--- config.mk ---
export PLATFORM = sky130hd
export DESIGN_NAME = tc_sequencer
export DESIGN_NICKNAME = d
export VERILOG_FILES = /design/src/rtl/tc_seq_pkg.sv /design/src/rtl/tc_seq_watchdog.sv /design/src/rtl/tc_sequencer.sv
export SDC_FILE = /design/constraint.sdc
export NUM_CORES = 1
export LEC_CHECK = 0
export BUFFER_PORTS_ARGS = -buffer_cell sky130_fd_sc_hd__buf_2
export CELL_PAD_IN_SITES_DETAIL_PLACEMENT = 2
export CELL_PAD_IN_SITES_GLOBAL_PLACEMENT = 2
export CORE_MARGIN = 8
export CORE_UTILIZATION = 35
export DETAILED_ROUTE_END_ITERATION = 10
export PLACE_DENSITY_LB_ADDON = 0.05
export SYNTH_ARGS = -nofsm -noshare
export SYNTH_HDL_FRONTEND = slang
export SYNTH_SLANG_ARGS = --single-unit
--- constraint.sdc ---
create_clock -name clk -period 3.1 [get_ports clk]
set_clock_uncertainty 0.1 [all_clocks]
set_input_delay 0.155 -clock clk [delete_from_list [all_inputs] [get_ports clk]]
set_output_delay 0.155 -clock clk [all_outputs]
set_load 0.05 [all_outputs]
--- src/rtl/tc_seq_pkg.sv ---
// Shared types, default constants and the saturating-increment helper for the
// testcase sequencer.
package tc_seq_pkg;

  typedef enum logic [2:0] {
    ST_IDLE,
    ST_SELECT,
    ST_LAUNCH,
    ST_WAIT,
    ST_RECORD,
    ST_FINISH
  } tc_seq_state_t;

  localparam int TC_SEQ_TIMEOUT_CYCLES = 1000;
  localparam int TC_SEQ_CNT_W          = 16;

  // Counters of up to 32 bits; the caller passes its own all-ones ceiling.
  function automatic logic [31:0] sat_inc(input logic [31:0] val,
                                          input logic [31:0] max_val);
    return (val >= max_val) ? max_val : val + 32'd1;
  endfunction

endpackage

--- src/rtl/tc_seq_watchdog.sv ---
// Per-test watchdog: counts enabled cycles since the last clear and flags the
// cycle on which the count reaches TIMEOUT_CYCLES-1.
module tc_seq_watchdog
  import tc_seq_pkg::*;
#(
  parameter int TIMEOUT_CYCLES = TC_SEQ_TIMEOUT_CYCLES
) (
  input  logic clk,
  input  logic rst,
  input  logic clear_i,
  input  logic enable_i,
  output logic timeout_o
);

  localparam int            TW    = (TIMEOUT_CYCLES > 1) ? $clog2(TIMEOUT_CYCLES) : 1;
  localparam logic [TW-1:0] LIMIT = TW'(TIMEOUT_CYCLES - 1);

  logic [TW-1:0] timer_q, timer_d;

  always_comb begin
    timer_d = timer_q;
    if (clear_i) begin
      timer_d = '0;
    end else if (enable_i && (timer_q != LIMIT)) begin
      timer_d = timer_q + TW'(1);
    end
  end

  always_ff @(posedge clk) begin
    if (rst) begin
      timer_q <= '0;
    end else begin
      timer_q <= timer_d;
    end
  end

  assign timeout_o = enable_i && (timer_q == LIMIT);

endmodule

--- src/rtl/tc_sequencer.sv ---
// Runs each enabled testcase in turn against a shared engine, tallying results.
// Define TC_SEQ_STOP_ON_FAIL_EN to end the suite at the first fail or timeout.
module tc_sequencer
  import tc_seq_pkg::*;
#(
  parameter int NUM_TESTS      = 4,
  parameter int ID_W           = 8,
  parameter int TIMEOUT_CYCLES = TC_SEQ_TIMEOUT_CYCLES,
  parameter int CNT_W          = TC_SEQ_CNT_W
) (
  input  logic                 clk,
  input  logic                 rst,
  input  logic                 start_i,
  input  logic                 abort_i,
  input  logic [NUM_TESTS-1:0] enable_mask_i,
  output logic                 tc_start_o,
  output logic [ID_W-1:0]      tc_id_o,
  input  logic                 tc_done_i,
  input  logic                 tc_pass_i,
  output logic                 busy_o,
  output logic                 done_o,
  output logic                 all_pass_o,
  output logic [CNT_W-1:0]     pass_cnt_o,
  output logic [CNT_W-1:0]     fail_cnt_o,
  output logic [CNT_W-1:0]     timeout_cnt_o
);

  localparam int          IDX_W   = $clog2(NUM_TESTS + 1);
  localparam logic [31:0] CNT_MAX = 32'((64'd1 << CNT_W) - 64'd1);

  tc_seq_state_t          state_q, state_d;
  logic [NUM_TESTS-1:0]   mask_q, mask_d;
  logic [IDX_W-1:0]       idx_q, idx_d;
  logic [ID_W-1:0]        tc_id_q, tc_id_d;
  logic [CNT_W-1:0]       pass_cnt_q, pass_cnt_d;
  logic [CNT_W-1:0]       fail_cnt_q, fail_cnt_d;
  logic [CNT_W-1:0]       timeout_cnt_q, timeout_cnt_d;
  logic                   all_pass_q, all_pass_d;
  logic                   verdict_q, verdict_d;
  logic                   timed_out_q, timed_out_d;
  logic                   rec_fail;
  logic                   suite_pass;
  logic                   wd_timeout;
  logic                   sel_found;
  logic [IDX_W-1:0]       sel_idx;

  // Returns {found, index} of the lowest set mask bit at or above 'from'.
  function automatic logic [IDX_W:0] find_next(input logic [NUM_TESTS-1:0] mask,
                                                input logic [IDX_W-1:0]     from);
    logic [IDX_W:0] result;
    result = '0;
    for (int i = NUM_TESTS - 1; i >= 0; i--) begin
      if (mask[i] && (i >= int'(from))) begin
        result = {1'b1, IDX_W'(i)};
      end
    end
    return result;
  endfunction

  assign {sel_found, sel_idx} = find_next(mask_q, idx_q);
  assign suite_pass = (fail_cnt_q == '0) && (pass_cnt_q != '0);

  tc_seq_watchdog #(
    .TIMEOUT_CYCLES(TIMEOUT_CYCLES)
  ) u_watchdog (
    .clk      (clk),
    .rst      (rst),
    .clear_i  (state_q == ST_LAUNCH),
    .enable_i (state_q == ST_WAIT),
    .timeout_o(wd_timeout)
  );

  always_comb begin
    state_d       = state_q;
    mask_d        = mask_q;
    idx_d         = idx_q;
    tc_id_d       = tc_id_q;
    pass_cnt_d    = pass_cnt_q;
    fail_cnt_d    = fail_cnt_q;
    timeout_cnt_d = timeout_cnt_q;
    all_pass_d    = all_pass_q;
    verdict_d     = verdict_q;
    timed_out_d   = timed_out_q;
    rec_fail      = timed_out_q || !verdict_q;
    tc_start_o    = 1'b0;
    done_o        = 1'b0;
    all_pass_o    = all_pass_q;

    case (state_q)
      ST_IDLE: begin
        if (start_i) begin
          mask_d        = enable_mask_i;
          idx_d         = '0;
          pass_cnt_d    = '0;
          fail_cnt_d    = '0;
          timeout_cnt_d = '0;
          all_pass_d    = 1'b0;
          state_d       = ST_SELECT;
        end
      end
      ST_SELECT: begin
        if (sel_found) begin
          idx_d   = sel_idx;
          tc_id_d = ID_W'(sel_idx);
          state_d = ST_LAUNCH;
        end else begin
          state_d = ST_FINISH;
        end
      end
      ST_LAUNCH: begin
        tc_start_o = 1'b1;
        state_d    = ST_WAIT;
      end
      ST_WAIT: begin
        // A completion on the watchdog's final cycle still counts as a verdict.
        if (tc_done_i) begin
          verdict_d   = tc_pass_i;
          timed_out_d = 1'b0;
          state_d     = ST_RECORD;
        end else if (wd_timeout) begin
          verdict_d   = 1'b0;
          timed_out_d = 1'b1;
          state_d     = ST_RECORD;
        end
      end
      ST_RECORD: begin
        if (timed_out_q) begin
          fail_cnt_d    = CNT_W'(sat_inc(32'(fail_cnt_q), CNT_MAX));
          timeout_cnt_d = CNT_W'(sat_inc(32'(timeout_cnt_q), CNT_MAX));
        end else if (verdict_q) begin
          pass_cnt_d    = CNT_W'(sat_inc(32'(pass_cnt_q), CNT_MAX));
        end else begin
          fail_cnt_d    = CNT_W'(sat_inc(32'(fail_cnt_q), CNT_MAX));
        end
        idx_d   = idx_q + IDX_W'(1);
        state_d = ST_SELECT;
`ifdef TC_SEQ_STOP_ON_FAIL_EN
        if (rec_fail) begin
          state_d = ST_FINISH;
        end
`endif
      end
      ST_FINISH: begin
        done_o     = 1'b1;
        all_pass_o = suite_pass;
        all_pass_d = suite_pass;
        state_d    = ST_IDLE;
      end
      default: begin
        state_d = ST_IDLE;
      end
    endcase

    // Abort abandons the run without touching results or pulsing done.
    if (abort_i && (state_q != ST_IDLE)) begin
      state_d       = ST_IDLE;
      pass_cnt_d    = pass_cnt_q;
      fail_cnt_d    = fail_cnt_q;
      timeout_cnt_d = timeout_cnt_q;
      all_pass_d    = all_pass_q;
      all_pass_o    = all_pass_q;
      done_o        = 1'b0;
    end
  end

  always_ff @(posedge clk) begin
    if (rst) begin
      state_q       <= ST_IDLE;
      mask_q        <= '0;
      idx_q         <= '0;
      tc_id_q       <= '0;
      pass_cnt_q    <= '0;
      fail_cnt_q    <= '0;
      timeout_cnt_q <= '0;
      all_pass_q    <= 1'b0;
      verdict_q     <= 1'b0;
      timed_out_q   <= 1'b0;
    end else begin
      state_q       <= state_d;
      mask_q        <= mask_d;
      idx_q         <= idx_d;
      tc_id_q       <= tc_id_d;
      pass_cnt_q    <= pass_cnt_d;
      fail_cnt_q    <= fail_cnt_d;
      timeout_cnt_q <= timeout_cnt_d;
      all_pass_q    <= all_pass_d;
      verdict_q     <= verdict_d;
      timed_out_q   <= timed_out_d;
    end
  end

  assign tc_id_o       = tc_id_q;
  assign busy_o        = (state_q != ST_IDLE);
  assign pass_cnt_o    = pass_cnt_q;
  assign fail_cnt_o    = fail_cnt_q;
  assign timeout_cnt_o = timeout_cnt_q;

endmodule

==> results by group <==
Logic synthesis
  • Cell count after synthesis: 537
  • Seq/Total Area, Yosys: a little over a third
  • Post-synth EDFFs: 0
  • Synth async-reset ratio: 0%
  • Post-synthesis mux area share: 0.959%
  • Syn_area_per_cell: 7.78 sq um
  • Synth Area in Compound Gates: 24.4%
  • Largest family of logic cells by synthesized area: simple AND/OR/NAND/NOR gates
  • Seq cells post-synth: 73
  • Post-synthesis cell type count: 69
  • Synth Cell Area: 4180 sq um
  • Xor-xnor portion of the synthesized cell area: approximately 1.7%
  • Adder and majority gate portion of the synthesized area: 2.70%
  • Simple-Gate Fraction of Synth Area: between 20% and 30%
  • Top_reg_cell synth: dfxtp_1
  • YS warnings: 0

Hold path
  • WHS Path Cells: 4
  • Hold WC Path Type: in2reg

CTS
  • Number of H-tree levels: 3
  • Clk sink count: 73
  • Clock Latency Late Sink: 0.35 ns
  • CTS Root Cell: clkbuf_16
  • CTS tree: done
  • Reg clk slew, reported paths: 0.06 ns
  • Post-CTS Setup Inserts: 0
  • Clock buffer count from CTS: 9
  • Clock Tree Buf Depth: 2

Status
  • Status: completed

GRT
  • Via count of the first global-routing pass: 4757
  • Grt met1 use: about a quarter
  • Global Route met2 Usage: 33.5%
  • First-pass GRT wire length: 25100 um
  • Largest net degree at the start of global routing: 47
  • Met3 Use GR: under 10%
  • Gr usage total: between 10% and 20%
  • Global route overflow: 0
  • Initial antenna violation count: 0
  • GR peak layer: met2

Timing
  • Count of pins over their slew limit: 0
  • Setup-failing EPs final: 0
  • Final Hold Viols: 0
  • Period utilisation layout: 83.4%
  • Worst slew margin: 48.2%
  • Minimum clock period: 2.58 ns
  • F_max: 0.387 GHz
  • Setup TNS: 0 ns
  • Unrepaired setup endpoints after global routing: no
  • Hold slack: 0.131 ns
  • Tightest Pin Transition: 0.774 ns

Power
  • Clock group share of total power: 43.7%
  • Comb power frac: 15.8%
  • Internal: between 1.5 and 2 mW
  • NetSw: 764 uW
  • Sw Share: 31.3%
  • Worst VDD drop: just over 200 uV
  • Leakage: 1.77 nW
  • PwrDens: 496 nW/um^2
  • Flop pwr share: 40.5%
  • Total power: 2.44 mW

Floorplanning
  • IO Count: 70
  • Die footprint: 15700 sq um
  • DIE WIDTH: 125 um
  • FP Rows: 40
  • Initial Util: 35.3%
  • Die H: roughly 130 um
  • Core footprint: between 10000 and 15000 sq um

Drt
  • DRT antenna net count: 0
  • Vias per inst: approximately 5.8
  • Initial DRT Pass Iterations: 4
  • Drc violations: 0
  • Starting DRT DRC Count: between 150 and 200
  • Total number of vias: about 4.4k
  • Final WL: approximately 15000 um
  • Per-cell routed wire length: 20.3 um

Setup path
  • FF-to-FF path depth: 5
  • CP top delay family: simple AND/OR/NAND/NOR gates
  • CP Cell Sequence: nor4b_1 > nand3_1 > nor3_1 > a31oi_1 > a21oi_1 > buf_2
  • Worst setup SP type: flop
  • Crit path kind: reg2out
  • Buf/Inv on CP: 1
  • Worst path slowest cell: dfxtp_2
  • Arr. time, crit path: 2.33 ns
  • Max incr delay on CP: approximately 0.61 ns
  • Worst endpoint required time: 2.84 ns
  • Worst setup EP type: output pin
  • Worst-path fanout max: 23
  • Crit path depth: 6

Final layout
  • ANT cells: 0
  • Fraction of layout cells with a size suffix above 1: between 10% and 20%
  • FILL cells: 1360
  • Nets: 616
  • Area grow syn2layout: 18.0%

Flow run
  • Max cap viols: 0

Placement
  • DP HPWL: around 11000 um
  • RD Place Congestion: 0.788
  • # port buffers: between 60 and 70
[layout make-up]
type	instances	area, sq um	area share, %
clock inverter	7	70.1	1.42
timing repair buffer	74	413	8.38
tap	147	184	3.73
clock buffer	9	225	4.57
sequential	73	1460	29.7
multi-input combinational	424	2510	51.0
inverter	15	56.3	1.14
[layout by cell type, fill, tap and decap left out, types with 4 or more instances in the layout]
| cell | synthesis | final |
|---|---|---|
| dfxtp_1 | 73 | 72 |
| buf_2 | 10 | 63 |
| a21oi_1 | 61 | 61 |
| nand2_1 | 56 | 56 |
| nor2_1 | 39 | 39 |
| o21ai_0 | 38 | 38 |
| nand3_1 | 32 | 32 |
| nor3_1 | 21 | 21 |
| nand4_1 | 15 | 15 |
| inv_1 | 14 | 14 |
| a31oi_1 | 13 | 13 |
| nor4_1 | 9 | 9 |
| ha_1 | 9 | 9 |
| clkbuf_16 | 0 | 9 |
| and3_1 | 7 | 7 |
| nand2b_1 | 7 | 7 |
| nor2b_1 | 6 | 6 |
| or3_1 | 6 | 6 |
| conb_1 | 1 | 6 |
| dlygate4sd3_1 | 0 | 6 |
| a211oi_1 | 5 | 5 |
| xnor2_1 | 5 | 5 |
| o31ai_1 | 5 | 5 |
| o31a_1 | 5 | 5 |
| buf_4 | 8 | 5 |
| mux2i_1 | 4 | 4 |
| a41oi_1 | 4 | 4 |
| o211ai_1 | 4 | 4 |
| nor4b_1 | 4 | 4 |
| o21a_1 | 4 | 4 |
[state kept, by name, indices dropped and copies added, names as in the netlist]
signal              flops
fail_cnt_o             16
pass_cnt_o             16
timeout_cnt_o          16
u_watchdog.timer_q     10
mask_q                  4
idx_q                   3
state_q                 3
tc_id_o                 2
all_pass_q              1
timed_out_q             1
verdict_q               1
[cells by family (layout without fill, tap and decap cells)]
group | after synthesis | after routing
flip-flops | 73 | 73
AO/OA/AOI/OAI | 163 | 163
AND/OR/NAND/NOR | 234 | 234
other | 1 | 6
XOR/XNOR | 8 | 8
adder cells (fa/ha/maj) | 9 | 9
buffers and inverters | 45 | 105
multiplexers | 4 | 4
[metrics by stage]
step	cell area (sq um)	util [%]	instances	worst slack, ns
2_1_floorplan	4190	-	542	0.542
3_3_place_gp	4570	38.7	727	0.704
3_5_place_dp	4570	38.7	727	0.480
4_1_cts	4920	41.7	749	0.212
5_1_grt	4920	41.7	749	0.255
6_report	4920	41.7	749	0.516
[Yosys cell counts (3+ instances only)]
master / instances / area share, %
nor3_1: 21 / 2.5
inv_1: 14 / 1.3
or2_2: 3 / 0.45
a41oi_1: 4 / 0.84
nor4_1: 9 / 1.3
o32ai_1: 3 / 0.63
xor2_1: 3 / 0.63
o21a_1: 4 / 0.72
a31oi_1: 13 / 1.9
nand2_1: 56 / 5.0
clkbuf_1: 11 / 0.99
o211ai_1: 4 / 0.72
mux2i_1: 4 / 0.96
or3_1: 6 / 0.90
nand3_1: 32 / 3.8
nand3b_1: 3 / 0.54
o31ai_1: 5 / 0.90
ha_1: 9 / 2.7
or4_1: 3 / 0.54
xnor2_1: 5 / 1.0
and2_1: 3 / 0.45
and4_1: 3 / 0.63
nand4_1: 15 / 2.2
nand2b_1: 7 / 1.0
a311oi_1: 3 / 0.63
a21oi_1: 61 / 7.3
o31a_1: 5 / 1.0
nor2b_1: 6 / 0.90
dfxtp_1: 73 / 35
buf_4: 8 / 1.4
buf_2: 10 / 1.2
a211oi_1: 5 / 0.90
and3_1: 7 / 1.0
nor2_1: 39 / 3.5
nor4b_1: 4 / 0.84
o21ai_0: 38 / 4.6
[path summary, 6_finish.rpt]
| kind | from | end | slack [ns] |
|---|---|---|---|
| worst min register to register | mask_q[1]$_SDFFE_PP0P_ | mask_q[1]$_SDFFE_PP0P_ | 0.37 |
| worst min-delay path | start_i | pass_cnt_o[6]$_SDFFE_PP0P_ | 0.13 |
| worst max register to register | fail_cnt_o[1]$_SDFFE_PP0P_ | fail_cnt_o[7]$_SDFFE_PP0P_ | 0.79 |
| worst max-delay path | state_q[2]$_SDFFE_PP0P_ | all_pass_o | 0.52 |
[worst register-to-register path, cell delays in order (launching register included)]
cell and delay, ns:
dfxtp_1 0.43, ha_1 0.28, nand4_1 0.29, or4_1 0.70, o21a_1 0.19, o32ai_1 0.22
[per-layer routing]
layer  wire, um  part of all wire (%)  vias up
met2       7400                    49       65
li1           -                     -     2112
met3        430                   2.8       15
met5          0                     0        -
met4        230                   1.5        0
met1       7130                    47     2177
[power by group through the flow]
stage | combinational, mW | sequential, mW | clock (mW)
floorplan | 0.294 | 0.997 | 0
global placement | 0.368 | 1.01 | 0
detailed placement | 0.379 | 1.01 | 0
CTS | 0.389 | 0.989 | 1.10
global route | 0.422 | 0.994 | 1.12
finish | 0.386 | 0.989 | 1.07
[repair_timing]
item,CTS,global route
endpoints found under the setup margin,0,1
resized for setup,0,1
hold buffers,6,0
endpoints found under the hold margin,6,0
Power figures use the tool's default switching activity.
